### config.mk
export PLATFORM = sky130hd
export DESIGN_NAME = sensor_packet_spi_slave
export DESIGN_NICKNAME = d
export VERILOG_FILES = /design/src/rtl/sensor_packet_spi_slave.sv
export SDC_FILE = /design/constraint.sdc
export NUM_CORES = 1
export LEC_CHECK = 0
export CAP_MARGIN = 10
export CORE_ASPECT_RATIO = 0.5
export CORE_MARGIN = 2
export CORE_UTILIZATION = 34
export DETAILED_ROUTE_END_ITERATION = 12
export PLACE_DENSITY = 0.59
export RECOVER_POWER = 25
export SYNTH_ARGS = -nofsm -noshare
export SYNTH_HDL_FRONTEND = slang
export SYNTH_SLANG_ARGS = --single-unit
### constraint.sdc
create_clock -name clk -period 28.3 [get_ports clk]
set_input_delay 7.075 -clock clk [delete_from_list [all_inputs] [get_ports clk]]
set_output_delay 7.075 -clock clk [all_outputs]
set_load 0.01 [all_outputs]
### src/rtl/sensor_packet_spi_slave.sv
// sensor_packet_spi_slave: double-buffered sensor packet source clocked out over an oversampled SPI slave.
// Rev 1.0
`default_nettype none

module sensor_packet_spi_slave #(
    parameter int N_BYTES   = 32,
    parameter int CPOL      = 0,
    parameter int CPHA      = 0,
    parameter int OVERWRITE = 0
) (
    input  logic                   clk,
    input  logic                   reset,
    input  logic                   sck,
    input  logic                   sdi,
    output logic                   sdo,
    input  logic                   load,
    output logic                   done,
    input  logic [8*N_BYTES-1:0]   data_bytes,
    input  logic                   data_ready,
    output logic                   data_ack,
    output logic                   pkt_sent,
    output logic                   pkt_abort,
    output logic [7:0]             overrun_cnt
);

    localparam int NBITS = 8 * N_BYTES;
    localparam int CW    = $clog2(NBITS + 1);
    localparam int IW    = $clog2(NBITS);
    localparam logic [CW-1:0] FULL = CW'(NBITS);

    typedef enum logic [1:0] {
        IDLE    = 2'd0,
        READY   = 2'd1,
        SHIFT   = 2'd2,
        RELEASE = 2'd3
    } state_t;

    state_t            state, state_n;
    logic [2:0]        sck_s, load_s;
    logic [1:0]        sdi_s;
    logic [NBITS-1:0]  p_buf, p_buf_n, t_buf, t_buf_n;
    logic              p_valid, p_valid_n, t_valid, t_valid_n;
    logic [CW-1:0]     bit_cnt, bit_cnt_n, lch_cnt, lch_cnt_n;
    logic              rel_cnt, rel_cnt_n;
    logic              sdo_n, ack_n, sent_n, abort_n, xfer;
    logic [7:0]        ovr_n;
    logic [IW-1:0]     pos, idx;
    logic              sck_rise, sck_fall, lead_edge, trail_edge;
    logic              sample_edge, launch_edge, load_low, load_rise, edge_en;
    logic              sdi_unused;

    // Sync flops reset to the pin idle levels so release from reset creates no false edges.
    always_ff @(posedge clk or posedge reset) begin
        if (reset) begin
            sck_s  <= {3{CPOL != 0}};
            load_s <= 3'b111;
            sdi_s  <= 2'b00;
        end else begin
            sck_s  <= {sck_s[1:0], sck};
            load_s <= {load_s[1:0], load};
            sdi_s  <= {sdi_s[0], sdi};
        end
    end

    assign sdi_unused  = sdi_s[1];
    assign sck_rise    = sck_s[1] & ~sck_s[2];
    assign sck_fall    = ~sck_s[1] & sck_s[2];
    assign lead_edge   = (CPOL != 0) ? sck_fall : sck_rise;
    assign trail_edge  = (CPOL != 0) ? sck_rise : sck_fall;
    assign sample_edge = (CPHA != 0) ? trail_edge : lead_edge;
    assign launch_edge = (CPHA != 0) ? lead_edge : trail_edge;
    assign load_low    = ~load_s[1];
    assign load_rise   = load_s[1] & ~load_s[2];
    // Still open on the load-rise cycle so a coincident sample edge is counted first.
    assign edge_en     = ~load_s[1] | ~load_s[2];

    always_comb begin
        state_n   = state;
        p_buf_n   = p_buf;
        p_valid_n = p_valid;
        t_buf_n   = t_buf;
        t_valid_n = t_valid;
        bit_cnt_n = bit_cnt;
        lch_cnt_n = lch_cnt;
        rel_cnt_n = rel_cnt;
        ack_n     = 1'b0;
        sent_n    = 1'b0;
        abort_n   = 1'b0;
        ovr_n     = overrun_cnt;
        sdo_n     = 1'b0;
        pos       = '0;
        idx       = '0;
        xfer      = p_valid && !t_valid;

        if (xfer) begin
            t_buf_n   = p_buf;
            t_valid_n = 1'b1;
            p_valid_n = 1'b0;
        end

        if (data_ready) begin
            if (!p_valid || xfer) begin
                p_buf_n   = data_bytes;
                p_valid_n = 1'b1;
                ack_n     = 1'b1;
            end else if (OVERWRITE != 0) begin
                p_buf_n = data_bytes;
                ack_n   = 1'b1;
                if (overrun_cnt != 8'hFF) ovr_n = overrun_cnt + 8'd1;
            end
        end

        case (state)
            IDLE: begin
                if (t_valid) state_n = READY;
            end
            READY: begin
                bit_cnt_n = '0;
                lch_cnt_n = '0;
                if (load_rise) begin
                    state_n   = RELEASE;
                    rel_cnt_n = 1'b0;
                    abort_n   = 1'b1;
                end else if (load_low) begin
                    state_n = SHIFT;
                end
            end
            SHIFT: begin
                if (edge_en && sample_edge && bit_cnt != FULL) bit_cnt_n = bit_cnt + CW'(1);
                if (edge_en && launch_edge && lch_cnt != FULL) lch_cnt_n = lch_cnt + CW'(1);
                if (load_rise) begin
                    state_n   = RELEASE;
                    rel_cnt_n = 1'b0;
                    if (bit_cnt_n == FULL) begin
                        sent_n    = 1'b1;
                        t_valid_n = 1'b0;
                    end else begin
                        abort_n = 1'b1;
                    end
                end
            end
            RELEASE: begin
                rel_cnt_n = 1'b1;
                if (rel_cnt) state_n = t_valid ? READY : IDLE;
            end
            default: state_n = IDLE;
        endcase

        // Linear bit k maps to byte k/8, bit 7-(k%8); CPHA=1 presents bit k after the (k+1)th leading edge.
        pos = (CPHA != 0) ? IW'(lch_cnt_n - CW'(1)) : IW'(lch_cnt_n);
        idx = {pos[IW-1:3], ~pos[2:0]};
        if (state_n == SHIFT && load_low && bit_cnt_n != FULL &&
            (CPHA == 0 || lch_cnt_n != '0)) begin
            sdo_n = t_buf[idx];
        end
    end

    always_ff @(posedge clk or posedge reset) begin
        if (reset) begin
            state       <= IDLE;
            p_buf       <= '0;
            p_valid     <= 1'b0;
            t_buf       <= '0;
            t_valid     <= 1'b0;
            bit_cnt     <= '0;
            lch_cnt     <= '0;
            rel_cnt     <= 1'b0;
            sdo         <= 1'b0;
            done        <= 1'b0;
            data_ack    <= 1'b0;
            pkt_sent    <= 1'b0;
            pkt_abort   <= 1'b0;
            overrun_cnt <= 8'd0;
        end else begin
            state       <= state_n;
            p_buf       <= p_buf_n;
            p_valid     <= p_valid_n;
            t_buf       <= t_buf_n;
            t_valid     <= t_valid_n;
            bit_cnt     <= bit_cnt_n;
            lch_cnt     <= lch_cnt_n;
            rel_cnt     <= rel_cnt_n;
            sdo         <= sdo_n;
            done        <= t_valid && (state != RELEASE);
            data_ack    <= ack_n;
            pkt_sent    <= sent_n;
            pkt_abort   <= abort_n;
            overrun_cnt <= ovr_n;
        end
    end

endmodule

`default_nettype wire

==> reports/metrics.cfg <==
[critical_path]
crit_path_end = p_buf[192]
crit_path_end_kind = register
rr_endpoint = t_buf[204]
start_kind = primary input
criticalPathCategory = primary input to register
critPathRequiredTime_ns = 28.75
critPathMaxFanout = 190
reg2reg_from = t_valid
reg2reg_depth = 4
r2r_slack_ns = 18.78
critPathArrivalTime_ns = 10.06
crit_start = data_ready

[synth]
ys_top_cells_by_area = dfrtp_1 58%, mux2_2 25%, nand2_1 2.0%
syn_inst = 1746
synth_warnings = 0
synth_edf_count = 0
synthFlopType = dfrtp_1
syn_area_sq_um = 23500
yosys.area.top_type = dfrtp_1
synth.top_cell.area_share = 0.579
avgSynthCellArea_sq_um = 13.4
async_flop_share = 1.00
ys_seq_area_frac = 0.583
yosysUniqueCellTypes = 81
ys_seq_elements = 546

[place]
io_buffers = 265
place_congestion = 0.792
dp_cells = 2843
place_area_sq_um = 27100
post-dp-hpwl_microns = 41500
dp_slack_ns = 18.08

[pwr]
p_comb_frac = 0.179
totalPowerFinal_mw = 2.05
switching_share = 0.274
netSwitchingPower_mw = 0.562
ir_drop_mv = 0.0430
total_leakage_power_nw = 12.3
power.share.clock = 0.356
p_int_mw = 1.49
p_per_area_nw_per_um2 = 71.2
seqPwrFrac = 0.465

[die]
core.rowCount = 68
start_util = 0.342
fp.dieW_microns = 375
die-area_sq_um = 71200
ioPinCount = 275
dieHeight_microns = 190
core_sq_um = 68600

[clock_tree]
clkTransAtPathRegs_ns = 0.06
cts_setup_buffers = 0
clock-sinks = 546
cts_buffers = 51
cts_tree = done
ctsResizeCount = 0
clk_path_buf_depth = 3
hold_buffers = 0
clk_latency_ns = 0.59
htree_levels = 2
root_buffer = clkbuf_16

[status]
status = finished, violations left
violations = max-capacitance violations, max-slew violations

[sta]
max_slew_margin = -1.57
skew_ns = 0.0279
worst_pin_slew_ns = 3.85
period_share = 0.340
rsz0062_at_grt = false
finalCriticalPeriod_ns = 9.61
setup_tns_ns = 0
hold_violations = 0
setup_viol = 0
max_freq_mhz = 104
whs_ns = 0.363
maxSlewViolCount = 263
setup_slack_ns = 18.69

[final_layout]
multiInputGateArea_sq_um = 9310
fill_cells = 6420
regArea_sq_um = 13700
layoutNonFillerInstCount = 2936
final_area_sq_um = 28800
layout-drive-gt1-share = 0.320
final_util = 0.421
syn2layout_area_growth_pct = 23.0
final_cell_mix = 543 x dfrtp_1, 514 x mux2_2, 265 x clkdlybuf4s50_1
final_nets = 2256
final_common_cell = dfrtp_1

[route]
first_pass_iters = 5
post_drt_wl_per_cell_microns = 21.3
drtAntennaViolNets = 0
drc = 0
wirelength_microns = 62600
vias_per_cell = 5.14
dr.first_iter.drc_count = 951
vias = 15100

[global_route]
grt_overflow_total = 0
antenna_found_initial = 3
grt_pass1_vias = 15400
grt_use_total = 0.174
grt_pass1_wl_microns = 94700
grt_max_degree = 191

[run]
timing.max_cap.violations = 4

[hold_path]
hold_class = register to register

## worst max-delay path: stages
cell and delay [ns]:
clkdlybuf4s50_1 0.52, a21boi_4 0.21, buf_12 0.73, buf_4 0.90
mux2_2 0.41
## per-layer routing
layer	wire [microns]	global-route usage	share of wire	vias to the layer above
li1	-	-	-	6783
met1	27400	0.230	0.44	7945
met2	31700	0.305	0.51	280
met3	2410	0.0262	0.038	70
met4	1040	0.0348	0.017	0
met5	0	0	0	-
## worst min-delay path by stage
stage | start | endpoint | slack, ns | cells past startpoint
after floorplan | sck_s[0] | sck_s[1] | 0.33 | 0
after global placement | load_s[0] | load_s[1] | 0.35 | 0
after detailed placement | load_s[0] | load_s[1] | 0.35 | 0
after CTS | load_s[0] | load_s[1] | 0.36 | 0
after global routing | load_s[0] | load_s[1] | 0.37 | 0
final | load_s[0] | load_s[1] | 0.36 | 0
## power by group through the flow
stage / logic, mW / registers, mW / clock network [mW]
finish: 0.368 / 0.954 / 0.730
detailed placement: 0.371 / 0.968 / 0
floorplan: 0.252 / 0.949 / 0
CTS: 0.372 / 0.954 / 0.749
global route: 0.403 / 0.969 / 0.783
global placement: 0.366 / 0.965 / 0
## cell type report
cell class | instances | area share
clock buffer | 70 | 0.0506
sequential | 546 | 0.474
inverter | 20 | 0.00295
antenna | 1 | 0.0000868
tap | 910 | 0.0395
multi-input combinational | 1074 | 0.323
clock inverter | 22 | 0.0107
timing repair buffer | 293 | 0.0997
## sequential cells by signal, indices dropped and copies added, names as in the netlist
| signal | flops |
|---|---|
| rel_cnt | 1 |
| data_ack | 1 |
| state | 2 |
| sdo | 1 |
| sck_s | 3 |
| pkt_abort | 1 |
| t_valid | 1 |
| load_s | 3 |
| bit_cnt | 9 |
| done | 1 |
| p_buf | 256 |
| t_buf | 256 |
| p_valid | 1 |
| pkt_sent | 1 |
| lch_cnt | 9 |
## synth_stat cells (all sizes together) (13+ instances only)
cell    number
nand4       23
a21oi       49
buf         26
o22ai       13
mux2i       23
nor2        53
inv         18
and3        18
dfrtp      543
mux2       514
nand2      126
clkbuf      87
nand3       29
a211oi      15
o21ai       34
## logic make-up (layout without fill, tap and decap cells)
kind of cell | count (synthesis) | in the layout | synth area share
AOI/OAI and AO/OA | 207 | 207 | 0.0621
DFF | 546 | 546 | 0.583
and+or+nand+nor | 299 | 299 | 0.0613
buffers and inverters | 133 | 405 | 0.0239
other | 1 | 9 | 0.000160
muxes | 543 | 543 | 0.262
xor gates and xnor gates | 9 | 9 | 0.00336
adders and majority gates | 8 | 8 | 0.00427
Power figures use the tool's default switching activity.
